<file path="config.mk">
export PLATFORM = sky130hd
export DESIGN_NAME = axi4_rd_arbiter
export DESIGN_NICKNAME = d
export VERILOG_FILES = /design/src/rtl/axi4_arb_pkg.sv /design/src/rtl/axi4_rr_picker.sv /design/src/rtl/axi4_rd_arbiter.sv
export SDC_FILE = /design/constraint.sdc
export NUM_CORES = 1
export LEC_CHECK = 0
export CAP_MARGIN = 10
export CORE_ASPECT_RATIO = 0.6
export CORE_MARGIN = 4
export CORE_UTILIZATION = 32
export CTS_CLUSTER_SIZE = 28
export DETAILED_ROUTE_END_ITERATION = 6
export PLACE_DENSITY = 0.86
export SKIP_LAST_GASP = 1
export SLEW_MARGIN = 0
export SYNTH_ARGS = -nofsm -noshare
export SYNTH_HDL_FRONTEND = slang
export SYNTH_SLANG_ARGS = --single-unit
</file>
<file path="constraint.sdc">
create_clock -name ACLK -period 3.3 [get_ports ACLK]
set_input_delay 0.66 -clock ACLK [delete_from_list [all_inputs] [get_ports ACLK]]
set_output_delay 0.66 -clock ACLK [all_outputs]
set_load 0.005 [all_outputs]
</file>
<file path="src/rtl/axi4_arb_pkg.sv">
// Shared types and helpers for the AXI4 read/write arbiters.
// rr_pick is written for up to MAX_M requesters; callers zero-extend req/ptr.
package axi4_arb_pkg;

    typedef enum logic [1:0] {
        IDLE = 2'd0,
        ADDR = 2'd1,
        DATA = 2'd2
    } arb_state_e;

    localparam logic [1:0] OKAY   = 2'b00;
    localparam logic [1:0] SLVERR = 2'b10;

    localparam int unsigned MAX_M = 8;

    // First set bit of req at or above ptr, wrapping modulo n.
    function automatic logic [2:0] rr_pick(input logic [MAX_M-1:0] req,
                                           input logic [2:0]       ptr,
                                           input int unsigned      n);
        logic [2:0] win;
        logic [2:0] idx;
        logic       found;
        win   = '0;
        found = 1'b0;
        for (int unsigned i = 0; i < MAX_M; i++) begin
            idx = 3'((32'(ptr) + i) % n);
            if (i < n && !found && req[idx]) begin
                win   = idx;
                found = 1'b1;
            end
        end
        return win;
    endfunction

endpackage

</file>
<file path="src/rtl/axi4_rr_picker.sv">
// Combinational round-robin winner select over NUM_M requesters (2..8).
// Shared by the read- and write-side arbiters.
module axi4_rr_picker
    import axi4_arb_pkg::*;
#(
    parameter  int unsigned NUM_M = 2,
    localparam int unsigned GW    = $clog2(NUM_M)
) (
    input  logic [NUM_M-1:0] req_i,
    input  logic [GW-1:0]    ptr_i,
    output logic [GW-1:0]    winner_o
);

    assign winner_o = GW'(rr_pick(8'(req_i), 3'(ptr_i), NUM_M));

endmodule

</file>
<file path="src/rtl/axi4_rd_arbiter.sv">
// AXI4 read-port arbiter: one slave AR/R port shared by NUM_M requesters, grant held per burst.
// Define AXI_RD_ARB_FIXED_PRIO_EN for fixed lowest-index-wins priority instead of round-robin.
module axi4_rd_arbiter
    import axi4_arb_pkg::*;
#(
    parameter int unsigned DATA_WIDTH = 32,
    parameter int unsigned ADDR_WIDTH = 16,
    parameter int unsigned NUM_M      = 2,
    parameter int unsigned GW         = $clog2(NUM_M)
) (
    input  logic                        ACLK,
    input  logic                        ARESETn,
    input  logic [NUM_M*ADDR_WIDTH-1:0] s_araddr,
    input  logic [NUM_M*8-1:0]          s_arlen,
    input  logic [NUM_M*3-1:0]          s_arsize,
    input  logic [NUM_M-1:0]            s_arvalid,
    output logic [NUM_M-1:0]            s_arready,
    output logic [DATA_WIDTH-1:0]       s_rdata,
    output logic [1:0]                  s_rresp,
    output logic                        s_rlast,
    output logic [NUM_M-1:0]            s_rvalid,
    input  logic [NUM_M-1:0]            s_rready,
    output logic [ADDR_WIDTH-1:0]       m_araddr,
    output logic [7:0]                  m_arlen,
    output logic [2:0]                  m_arsize,
    output logic                        m_arvalid,
    input  logic                        m_arready,
    input  logic [DATA_WIDTH-1:0]       m_rdata,
    input  logic [1:0]                  m_rresp,
    input  logic                        m_rlast,
    input  logic                        m_rvalid,
    output logic                        m_rready,
    output logic [GW-1:0]               grant_id,
    output logic                        busy,
    output logic                        rlast_err
);

    arb_state_e    state_q, state_d;
    logic [GW-1:0] rr_ptr_q, rr_ptr_d;
    logic [GW-1:0] grant_id_q, grant_id_d;
    logic [GW-1:0] winner;
    logic [7:0]    beat_cnt_q, beat_cnt_d;
    logic [7:0]    len_q, len_d;
    logic          rlast_err_q, rlast_err_d;

    axi4_rr_picker #(
        .NUM_M (NUM_M)
    ) u_picker (
        .req_i    (s_arvalid),
        .ptr_i    (rr_ptr_q),
        .winner_o (winner)
    );

    // R payload is broadcast; only the owner sees rvalid.
    assign s_rdata   = m_rdata;
    assign s_rresp   = m_rresp;
    assign s_rlast   = m_rlast;
    assign grant_id  = grant_id_q;
    assign busy      = (state_q != IDLE);
    assign rlast_err = rlast_err_q;

    assign m_araddr = s_araddr[32'(grant_id_q) * ADDR_WIDTH +: ADDR_WIDTH];
    assign m_arlen  = s_arlen[32'(grant_id_q) * 8 +: 8];
    assign m_arsize = s_arsize[32'(grant_id_q) * 3 +: 3];

    always_comb begin
        state_d     = state_q;
        rr_ptr_d    = rr_ptr_q;
        grant_id_d  = grant_id_q;
        beat_cnt_d  = beat_cnt_q;
        len_d       = len_q;
        rlast_err_d = rlast_err_q;
        s_arready   = '0;
        s_rvalid    = '0;
        m_arvalid   = 1'b0;
        m_rready    = 1'b0;

        unique case (state_q)
            IDLE: begin
                if (|s_arvalid) begin
                    grant_id_d = winner;
                    state_d    = ADDR;
                end
            end
            ADDR: begin
                m_arvalid             = s_arvalid[grant_id_q];
                s_arready[grant_id_q] = m_arready;
                if (m_arvalid && m_arready) begin
                    len_d      = m_arlen;
                    beat_cnt_d = '0;
                    state_d    = DATA;
                end
            end
            DATA: begin
                s_rvalid[grant_id_q] = m_rvalid;
                m_rready             = s_rready[grant_id_q];
                if (m_rvalid && m_rready) begin
                    beat_cnt_d = beat_cnt_q + 8'd1;
                    // The slave's RLAST still ends the burst even when it disagrees with ARLEN.
                    if (m_rlast != (beat_cnt_q == len_q)) begin
                        rlast_err_d = 1'b1;
                    end
                    if (m_rlast) begin
                        state_d = IDLE;
`ifdef AXI_RD_ARB_FIXED_PRIO_EN
                        rr_ptr_d = '0;
`else
                        rr_ptr_d = GW'((32'(grant_id_q) + 32'd1) % NUM_M);
`endif
                    end
                end
            end
            default: state_d = IDLE;
        endcase
    end

    always_ff @(posedge ACLK or negedge ARESETn) begin
        if (!ARESETn) begin
            state_q     <= IDLE;
            rr_ptr_q    <= '0;
            grant_id_q  <= '0;
            beat_cnt_q  <= '0;
            len_q       <= '0;
            rlast_err_q <= 1'b0;
        end else begin
            state_q     <= state_d;
            rr_ptr_q    <= rr_ptr_d;
            grant_id_q  <= grant_id_d;
            beat_cnt_q  <= beat_cnt_d;
            len_q       <= len_d;
            rlast_err_q <= rlast_err_d;
        end
    end

endmodule

</file>
==> metrics.md <==
| Metric | Value |
|---|---|
| Initial drt markers | `93` |
| Status | `finished, final reports clean` |
| CTS tree | `yes` |
| Cells after DPL | `315` |
| MaxCap Viol Count | `0` |
| Post-route minimum period | `2710 ps` |
| R2r setup slk | `around 1300 ps` |
| Worst-Margin Slew | `926 ps` |
| Syn Inst Count | `190` |
| Peak VDD IR | `0.320 mV` |
| Number of synthesized flops with an enable pin | `0` |
| Clock Skew | `2.90 ps` |
| HP Class | `register to register` |
| Cell with the most instances after synthesis | `buf_4` |
| RR Endpoint | `beat_cnt_q[0]` |
| Crit start category | `register` |
| Syn nets | `288` |
| Synth Cell Area | `0.00172 mm^2` |
| Port-buffer cells | `between 90 and 100` |
| Pwr dens | `between 500 and 600 mW/mm^2` |
| FF+latch count, synth | `21` |
| FFs w/ async S/R, synth | `1.00` |
| Post-DP HPWL | `between 3000 and 4000 um` |
| Tot Pwr | `1.47 mW` |
| Initial antenna violation count | `0` |
| Worst-Skew Late Latency | `260 ps` |
| Maximum buffer depth of the clock tree | `2` |
| Routed WL per cell | `14.8 um` |
| Yosys warning count | `0` |
| Dominant cells by area after synthesis | `dfrtp_1 31%, mux2_2 20%, buf_4 15%` |
| Most instantiated cells after synthesis | `35 x buf_4, 31 x mux2_2, 30 x nand2_1, 21 x dfrtp_1, 14 x nor2_1` |
| Peak Freq | `370 MHz` |
| Fin. max-slew vios | `0` |
| Grt total ovfl | `0` |
| Worst Path Required | `2640 ps` |
| Post_cts resized | `0` |
| First-pass GRT wire length | `7220 um` |
| Wirelength, routed | `4720 um` |
| Crit path launch | `grant_id` |
| Core box area | `slightly above 0.005 mm^2` |
| Antenna diodes | `0` |
| Setup Fix Bufs, Post-CTS | `0` |
| FF-to-FF Start | `grant_id` |
| Worst R2R Path Depth | `3` |
| Detailed Routing Iterations Pass 1 | `5` |
| GRT Total Usage | `0.136` |
| CP max FO | `15` |
| Syn_area_per_cell | `9.03 um^2` |
| Register area share after synthesis | `0.306` |
| Final nets | `352` |
| CTS Buf Count | `3` |
| Fin crit share | `0.820` |
| Synth-to-layout area growth | `48.8%` |
| CTS Sinks | `21` |
| WHS Path Cells | `2` |
| Lkg Pwr | `around 1.0 nW` |
| Post-route ant nets | `0` |
| Rel. slew slack | `0.381` |
| Critical Path Sink Type | `output port` |
| Chip width | `103 um` |
| Number of I/O pins | `168` |
| Die H | `~65 um` |
| Vias post-DR | `1544` |
| Htree depth | `1` |
| Row count | `20` |
| Layout cell share with drive strength beyond 1 | `0.150` |
| Synth Flop Type | `dfrtp_1` |
| Clock root buffer | `clkbuf_8` |
| Unrepaired setup endpoints after global routing | `false` |
| CP Class | `register to output port` |
| Total negative setup slack | `0 ps` |
| Final hold violations | `0` |
| Share of the synthesized area in the top cell type | `0.306` |
| Count of cell types in the netlist | `32` |
| Worst EP arrival | `2050 ps` |
| RePlAce Congestion | `0.866` |
| WHS | `488 ps` |
| Largest area contributor in the netlist | `dfrtp_1` |
| # hold bufs at CTS | `0` |
| DRC viols | `0` |
| Vias in the first global route | `1495` |
| Initial Util | `0.334` |
| WHS Endpoint | `rlast_err` |
| Non-filler instance count after layout | `319` |
| Count of final setup violators | `0` |
| Largest net degree at the start of global routing | `22` |
| Clock transition at path regs | `about 70 ps` |
| HP Start | `rlast_err` |
| Vias per inst | `4.84` |
| Filler cell count | `474` |
| Die area | `0.00663 mm^2` |
-- worst max path at each step --
stage | slack [ps] | cells after the start | to
2_1_floorplan | 1430 | 3 | m_arlen[0]
3_3_place_gp | 620 | 5 | m_arvalid
5_1_grt | 490 | 4 | s_rvalid[1]
3_5_place_dp | 610 | 5 | m_arvalid
4_1_cts | 580 | 3 | m_arlen[5]
6_report | 590 | 3 | m_araddr[13]
-- cell families (layout without fill, tap and decap cells) --
logic type | count (synthesis) | in the layout | synth area share
buffers and inverters | 46 | 109 | 0.182
AOI/OAI and AO/OA | 8 | 8 | 0.0328
xor gates and xnor gates | 12 | 12 | 0.0613
DFF | 21 | 21 | 0.306
and+or+nand+nor | 68 | 68 | 0.187
muxes | 34 | 34 | 0.224
adders and majority gates | 1 | 1 | 0.00729
-- metal layers --
metal,vias to the layer above,share of wire,track usage
met3,4,0.11,0.0538
met1,736,0.46,0.189
met4,0,0.0019,0.00982
li1,729,-,-
met5,-,0,0
met2,75,0.43,0.208
-- sequential cells by signal, summed over array words and instances, names as in the netlist --
signal      flops
rr_ptr_q        1
grant_id        1
rlast_err       1
beat_cnt_q      8
len_q           8
state_q         2
-- critical path, stage by stage (launching register included) --
cell	delay, ps
dfrtp_1	630
buf_4	310
mux2_2	390
clkdlybuf4s50_1	450
-- area by class of cell --
| type | instances | area, um^2 | share of cell area |
|---|---|---|---|
| Tap cell | 66 | 82.6 | 0.0324 |
| Sequential cell | 21 | 526 | 0.206 |
| Inverter | 4 | 15.0 | 0.00588 |
| Multi-Input combinational cell | 123 | 878 | 0.344 |
| Timing Repair Buffer | 101 | 1010 | 0.394 |
| Clock buffer | 4 | 45.0 | 0.0176 |
-- layout by cell type (no fill, tap or decap), types with 2 or more instances in the layout --
cell             instances
and2_1                   2
and3b_1                  2
buf_4                    2
clkbuf_8                 3
clkdlybuf4s50_1         99
dfrtp_1                 21
inv_1                    4
mux2_2                  31
mux2i_1                  2
nand2_1                 30
nand2b_1                 2
nand3_1                  4
nand3b_1                 2
nand4_1                  4
nor2_1                  14
nor3_1                   3
o211ai_1                 2
xnor2_1                 10
xor2_1                   2
-- through the flow --
stage | setup slack, ps | util | area (um^2)
global route | 487 | 0.498 | 2550
CTS | 575 | 0.498 | 2550
detailed placement | 605 | 0.489 | 2510
floorplan | 1430 | - | 1720
finish | 594 | 0.498 | 2550
global placement | 623 | 0.489 | 2510
-- power breakdown --
group / internal (mW) / total (mW) / switching, mW
registers: 0.333 / 0.432 / 0.0991
logic: 0.545 / 0.871 / 0.326
clock network: 0.0859 / 0.166 / 0.0798
total: 0.963 / 1.47 / 0.505
Note: power is estimated with default switching activity, not from simulation.
